--- src/rtl/hazard_pkg.sv ---
// hazard_pkg: shared definitions for the 5-stage pipeline sequencing controller.
//   - hz_state_e  : controller state encoding (RUN=0, MEM_WAIT=1, ERR=2; 3 is illegal)
//   - HZ_*_W      : ID_EX control field widths cleared by the bubble (WB, M, EX)
//   - hz_ctrl_t   : bundle of the per-cycle pipeline register controls
//   - hz_loaduse  : load-use hazard detector
//   - hz_run_ctrl : control bundle of the free-running (RUN) state
package hazard_pkg;

  typedef enum logic [1:0] {
    HZ_RUN      = 2'd0,
    HZ_MEM_WAIT = 2'd1,
    HZ_ERR      = 2'd2
  } hz_state_e;

  localparam int HZ_WB_W        = 2;
  localparam int HZ_M_W         = 2;
  localparam int HZ_EX_W        = 4;
  localparam int HZ_IDEX_CTRL_W = HZ_WB_W + HZ_M_W + HZ_EX_W;

  typedef struct packed {
    logic pc_we;
    logic ifid_we;
    logic ifid_flush;
    logic idex_we;
    logic idex_bubble;
    logic exmem_we;
  } hz_ctrl_t;

  // Field order: pc_we, ifid_we, ifid_flush, idex_we, idex_bubble, exmem_we
  localparam hz_ctrl_t HZ_CTRL_FREEZE   = 6'b000000;
  localparam hz_ctrl_t HZ_CTRL_LOADUSE  = 6'b000111;
  localparam hz_ctrl_t HZ_CTRL_REDIRECT = 6'b111101;
  localparam hz_ctrl_t HZ_CTRL_FLOW     = 6'b110101;
  localparam hz_ctrl_t HZ_CTRL_ERR      = 6'b000010;
  localparam hz_ctrl_t HZ_CTRL_RESET    = 6'b001010;

  // Register 0 is hardwired, so a load to $zero never creates a dependency.
  function automatic logic hz_loaduse(input logic       mem_read,
                                      input logic [4:0] ex_rt,
                                      input logic [4:0] id_rs,
                                      input logic [4:0] id_rt);
    return mem_read && (ex_rt != 5'd0) && ((ex_rt == id_rs) || (ex_rt == id_rt));
  endfunction

  // A load-use stall wins over a redirect: the branch/jump operands in ID are
  // stale until the load result is forwardable.
  function automatic hz_ctrl_t hz_run_ctrl(input logic busy,
                                           input logic loaduse,
                                           input logic redirect);
    if (busy)          return HZ_CTRL_FREEZE;
    else if (loaduse)  return HZ_CTRL_LOADUSE;
    else if (redirect) return HZ_CTRL_REDIRECT;
    else               return HZ_CTRL_FLOW;
  endfunction

endpackage

--- src/rtl/hazard_sat_cnt.sv ---
// hazard_sat_cnt: saturating up-counter with synchronous clear.
//   clk_i : clock
//   clr   : synchronous clear (wins over en)
//   en    : count enable; the count holds at all-ones
//   cnt   : current count
module hazard_sat_cnt #(
  parameter int DATA_W = 8
) (
  input  logic              clk_i,
  input  logic              clr,
  input  logic              en,
  output logic [DATA_W-1:0] cnt
);

  always_ff @(posedge clk_i) begin
    if (clr)
      cnt <= '0;
    else if (en && (cnt != '1))
      cnt <= cnt + DATA_W'(1);
  end

endmodule

--- src/rtl/hazard_ctrl.sv ---
// hazard_ctrl: pipeline sequencing controller for the 5-stage MIPS core.
//   Produces PC / IF_ID / ID_EX / EX_MEM enables, the ID_EX bubble and the
//   IF_ID flush. Stalls one cycle on load-use, flushes IF_ID on a taken
//   branch or jump, freezes the pipe while data memory is busy and traps
//   into a sticky error state if the memory stays busy too long.
//
// Ports
//   clk_i, rst_i                     clock, synchronous active-high reset
//   IDEX_MemRead_i, IDEX_RT_i        load in EX and its destination
//   IFID_RS_i, IFID_RT_i             source registers of the instruction in ID
//   branch_taken_i, jump_i           control-flow redirect from ID
//   mem_busy_i                       data memory not ready
//   PC_write_o, IFID_write_o,
//   IDEX_write_o, EXMEM_write_o      register load enables
//   IFID_flush_o, IDEX_bubble_o      NOP insertion controls
//   err_o                            sticky memory-timeout error
//   state_o                          current state (debug)
//   stall_cnt_o, flush_cnt_o         only with HAZARD_CTRL_STATS_EN defined
//
// Build option: define HAZARD_CTRL_STATS_EN to add the stall/flush statistics
// counters and their ports. Without it the controller is otherwise identical.
module hazard_ctrl
  import hazard_pkg::*;
#(
  parameter int WAIT_LIMIT = 15,
  parameter int CNT_W      = 8
) (
  input  logic       clk_i,
  input  logic       rst_i,
  input  logic       IDEX_MemRead_i,
  input  logic [4:0] IDEX_RT_i,
  input  logic [4:0] IFID_RS_i,
  input  logic [4:0] IFID_RT_i,
  input  logic       branch_taken_i,
  input  logic       jump_i,
  input  logic       mem_busy_i,
  output logic       PC_write_o,
  output logic       IFID_write_o,
  output logic       IFID_flush_o,
  output logic       IDEX_write_o,
  output logic       IDEX_bubble_o,
  output logic       EXMEM_write_o,
  output logic       err_o,
  output logic [1:0] state_o
`ifdef HAZARD_CTRL_STATS_EN
  ,
  output logic [15:0] stall_cnt_o,
  output logic [15:0] flush_cnt_o
`endif
);

  hz_state_e        state_q;
  hz_state_e        state_nxt;
  logic             err_q;
  logic [CNT_W-1:0] wait_cnt;
  logic             wait_en;
  logic             wait_clr;
  logic             loaduse;
  hz_ctrl_t         ctrl;

  assign loaduse = hz_loaduse(IDEX_MemRead_i, IDEX_RT_i, IFID_RS_i, IFID_RT_i);

  // Mealy decode: the stall must gate the PC in the same cycle it is detected.
  always_comb begin
    ctrl      = hz_run_ctrl(mem_busy_i, loaduse, branch_taken_i | jump_i);
    state_nxt = state_q;
    wait_en   = 1'b0;
    wait_clr  = 1'b0;
    case (state_q)
      HZ_RUN: begin
        if (mem_busy_i) begin
          state_nxt = HZ_MEM_WAIT;
          wait_en   = 1'b1;  // counter is zero in RUN, so it lands on 1
        end
      end
      HZ_MEM_WAIT: begin
        // On release the frozen ID/EX contents are re-judged as in RUN,
        // so a pending branch or load-use is acted on this cycle.
        if (!mem_busy_i) begin
          state_nxt = HZ_RUN;
          wait_clr  = 1'b1;
        end else if (wait_cnt == CNT_W'(WAIT_LIMIT)) begin
          state_nxt = HZ_ERR;
        end else begin
          wait_en = 1'b1;
        end
      end
      HZ_ERR: begin
        ctrl = HZ_CTRL_ERR;
      end
      default: begin
        state_nxt = HZ_RUN;
        wait_clr  = 1'b1;
      end
    endcase
    if (rst_i) begin
      ctrl      = HZ_CTRL_RESET;
      state_nxt = HZ_RUN;
      wait_clr  = 1'b1;
    end
  end

  always_ff @(posedge clk_i) begin
    state_q <= state_nxt;
    if (rst_i)
      err_q <= 1'b0;
    else if (state_nxt == HZ_ERR)
      err_q <= 1'b1;
  end

  hazard_sat_cnt #(
    .DATA_W (CNT_W)
  ) u_wait_cnt (
    .clk_i (clk_i),
    .clr   (wait_clr),
    .en    (wait_en),
    .cnt   (wait_cnt)
  );

`ifdef HAZARD_CTRL_STATS_EN
  hazard_sat_cnt #(
    .DATA_W (16)
  ) u_stall_cnt (
    .clk_i (clk_i),
    .clr   (rst_i),
    .en    (!ctrl.pc_we),
    .cnt   (stall_cnt_o)
  );

  hazard_sat_cnt #(
    .DATA_W (16)
  ) u_flush_cnt (
    .clk_i (clk_i),
    .clr   (rst_i),
    .en    (ctrl.ifid_flush),
    .cnt   (flush_cnt_o)
  );
`endif

  assign PC_write_o    = ctrl.pc_we;
  assign IFID_write_o  = ctrl.ifid_we;
  assign IFID_flush_o  = ctrl.ifid_flush;
  assign IDEX_write_o  = ctrl.idex_we;
  assign IDEX_bubble_o = ctrl.idex_bubble;
  assign EXMEM_write_o = ctrl.exmem_we;
  assign err_o         = err_q;
  assign state_o       = state_q;

endmodule

--- config.mk ---
export PLATFORM = sky130hd
export DESIGN_NAME = hazard_ctrl
export DESIGN_NICKNAME = d
export VERILOG_FILES = /design/src/rtl/hazard_pkg.sv /design/src/rtl/hazard_sat_cnt.sv /design/src/rtl/hazard_ctrl.sv
export SDC_FILE = /design/constraint.sdc
export NUM_CORES = 1
export LEC_CHECK = 0
export BUFFER_PORTS_ARGS = -buffer_cell sky130_fd_sc_hd__buf_4
export CORE_MARGIN = 2
export CORE_UTILIZATION = 50
export DETAILED_ROUTE_END_ITERATION = 12
export GPL_ROUTABILITY_DRIVEN = 0
export PLACE_DENSITY = 0.8
export SLEW_MARGIN = 20
export SYNTH_ARGS = -nofsm -noshare
export SYNTH_HDL_FRONTEND = slang
export SYNTH_SLANG_ARGS = --single-unit
--- constraint.sdc ---
create_clock -name clk_i -period 2.8 [get_ports clk_i]
set_clock_uncertainty 0.15 [all_clocks]
set_input_delay 0.14 -clock clk_i [delete_from_list [all_inputs] [get_ports clk_i]]
set_output_delay 0.14 -clock clk_i [all_outputs]
set_load 0.005 [all_outputs]
==> qor.yml <==
timing:
  slew_viol_final: 0
  setup_viol: 0
  fmax_ghz: 0.533
  worstMarginPinSlew_ps: 538
  min_period_ps: 1880
  finalCritPeriodShare_pct: 67.0
  fin_setup_tns_ps: 0
  rsz0062_at_grt: "false"
  max_slew_margin_pct: 64.2
  final_hold_viol_count: 0
synth:
  synth_nets: 117
  ys_seq_area_share_pct: 28.5
  synthTopCellsByArea: "dfxtp_1 29%, xnor2_1 11%, a21oi_1 5.8%"
  avgSynthCellArea_um2: 8.13
  yosys.area.top_type: "dfxtp_1"
  ys_ff_latch: 11
  synth.cell_area_um2: 772
  syn_inst: 95
  synth_cell_types: 34
  yosys_warnings: 0
  synth.top_cell.area_share_pct: 28.5
clock_tree:
  cts_made_buffers: 3
  tritoncts: "yes"
  clk_path_buf_depth: 2
  clock-sinks: 11
  clk_pin_slew_ps: 70
  cts.repair.resized: 0
  htreeDepth: 1
  clock_latency_ps: 270
  root_buffer: "clkbuf_4"
setup_path:
  cpMaxStageDelayCell: "dlygate4sd3_1"
  path_delay_family: "buffers and inverters"
  arrival_ps: 1590
  crit_path_cell_trace: "dlygate4sd3_1, buf_4, nor3_1, a21boi_0, buf_4"
  required_ps: 2510
  crit_path_frequent_cell: "buf_4"
  crit_path_end: "PC_write_o"
  critPathCaptureType: "output pin"
  criticalPathCategory: "in -> out"
  r2r_setup_slack_ps: 1010
  rr_worst_depth: 5
  crit_cells: 5
  cp_max_fo: 9
  reg2reg_to: "u_wait_cnt.cnt[4]"
  r2r_start: "u_wait_cnt.cnt[0]"
  crit_path_start: "rst_i"
  max_stage_delay_ps: 540
  cp_num_buf_inv: 3
  start_kind: "primary input"
route:
  drc_errors: 0
  detail-route-antenna-nets: 0
  vias: 811
  firstDrtPassIters: 5
  avgRoutedWirePerCell_um: 12.8
  detail_route.wirelength_mm: 1.82
  drtIter0Drc: 26
  routed_via_density: 5.71
hold_path:
  hp-start: "mem_busy_i"
  worstHoldPathType: "in -> reg"
cells_and_area:
  final_nets: 149
  drive_above_1_share_pct: 32.5
  layoutNonFillerInstCount: 142
  area_growth_syn_to_layout_pct: 33.1
  n_antenna_cell: 0
placement:
  hpwl_mm: 1.44
  portBuffers: 29
  place_inst: 137
floorplanning:
  die_h_um: 43.3
  die_w_um: 43.3
  core_area_um2: 1470
  std_cell_rows: 14
  dieArea_um2: 1870
  initial_core_util_pct: 52.5
  io_pins: 30
job:
  drv_cap: 0
global_route:
  antenna_found_initial: 0
  grt_max_degree: 10
  grt_pass1_wl_mm: 2.97
  overflow: 0
  grt_pass1_vias: 733
  grt_usage_pct: 21.1
run_status:
  status: "complete, no violations"
power_and_ir_drop:
  ir_worst_vdd_mv: 0.291
  powerDensity_nw_per_um2: 345
  power.leakage_uw: 0.000409
[worst min-delay path by stage]
stage	to	cells after the start
floorplan	EXMEM_write_o	1
global placement	err_o	2
detailed placement	err_o	2
CTS	state_o[0]	3
global route	state_o[0]	3
finish	state_o[0]	3
[final cells by class]
| cell class | instances | area [µm²] |
|---|---|---|
| repair buffers | 30 | 228 |
| multi-input cells | 79 | 526 |
| fillers | 128 | 444 |
| well taps | 16 | 20.0 |
| inverters | 2 | 7.51 |
| flip-flops and latches | 11 | 220 |
| clock buffers | 4 | 26.3 |
[cell usage after synthesis]
| cell | instances |
|---|---|
| mux2i_1 | 3 |
| inv_1 | 2 |
| nor2b_1 | 1 |
| a211o_1 | 1 |
| clkbuf_1 | 1 |
| nand3_1 | 6 |
| ha_1 | 1 |
| nor3_4 | 1 |
| nand4_1 | 2 |
| or3b_2 | 1 |
| a21o_1 | 1 |
| or4_1 | 1 |
| o22ai_1 | 1 |
| xnor2_1 | 10 |
| nand2b_1 | 4 |
| o21ai_4 | 1 |
| and2b_1 | 1 |
| a31o_2 | 1 |
| nor3_1 | 4 |
| or2_2 | 1 |
| o21ai_0 | 4 |
| or3_2 | 2 |
| a21oi_1 | 9 |
| or4b_4 | 1 |
| buf_4 | 2 |
| o311a_1 | 1 |
| a21boi_0 | 1 |
| and4_2 | 1 |
| nor2_1 | 7 |
| o21ai_1 | 1 |
| nand2_1 | 7 |
| a211oi_1 | 3 |
| and3_1 | 1 |
| dfxtp_1 | 11 |
[repair_timing]
item | CTS | global route
endpoints found under the hold margin | 3 | 0
setup buffers | 0 | 0
hold buffers | 1 | 0
[metal layers]
layer  wire length [µm]  global-route usage, %  vias to the layer above
met5                  0                      0                        -
met2                862                   35.2                       38
li1                   -                      -                      406
met3                135                   8.09                        4
met4                 21                   4.24                        0
met1                802                   25.7                      363
[layout by cell type (no fill, tap or decap), types with 2 or more instances in the layout]
cell type  synthesis  layout
o21ai_0            4       4
nand4_1            2       2
buf_4              2      29
xnor2_1           10      10
nand3_1            6       6
a21oi_1            9       9
a211oi_1           3       3
or3_2              2       2
nor3_1             4       4
clkbuf_4           0       3
nand2_1            7       7
mux2i_1            3       3
nand2b_1           4       4
nor2_1             7       7
dfxtp_1           11      11
inv_1              2       2
[registers in the layout, indices dropped and copies added (netlist names)]
signal and flops:
err_o 1, state_o 2, u_wait_cnt.cnt 8
[power breakdown]
group | switching [µW] | leakage [µW] | total (µW) | internal (µW)
Combinational | 34.2 | 0.000305 | 81.7 | 47.5
Sequential | 3.51 | 0.0000892 | 163 | 159
Clock | 55.2 | 0.0000150 | 110 | 55.2
[stage by stage]
stage / cell area, µm² / hold slack, ps / util [%] / setup WS [ps] / total power, µW
global route: 1030 / 209 / 69.8 / 821 / 370
global placement: 991 / 225 / 67.3 / 1050 / 244
CTS: 1030 / 171 / 69.8 / 913 / 355
detailed placement: 991 / 233 / 67.3 / 1030 / 247
finish: 1030 / 174 / 69.8 / 925 / 355
floorplan: 772 / 180 / - / 1170 / 207
[worst min-delay path, stage by stage]
cell and delay, ps:
buf_4 130, nand2b_1 200, nor3_1 70
[cells by family after synthesis]
group                      share of synthesized area (%)
AOI/OAI and AO/OA                                   20.4
xor gates and xnor gates                            11.3
adders and majority gates                           1.62
buffers and inverters                               3.40
DFF                                                 28.5
muxes                                               3.89
and+or+nand+nor                                     30.8
No activity file was read; power rests on OpenSTA's default activity.
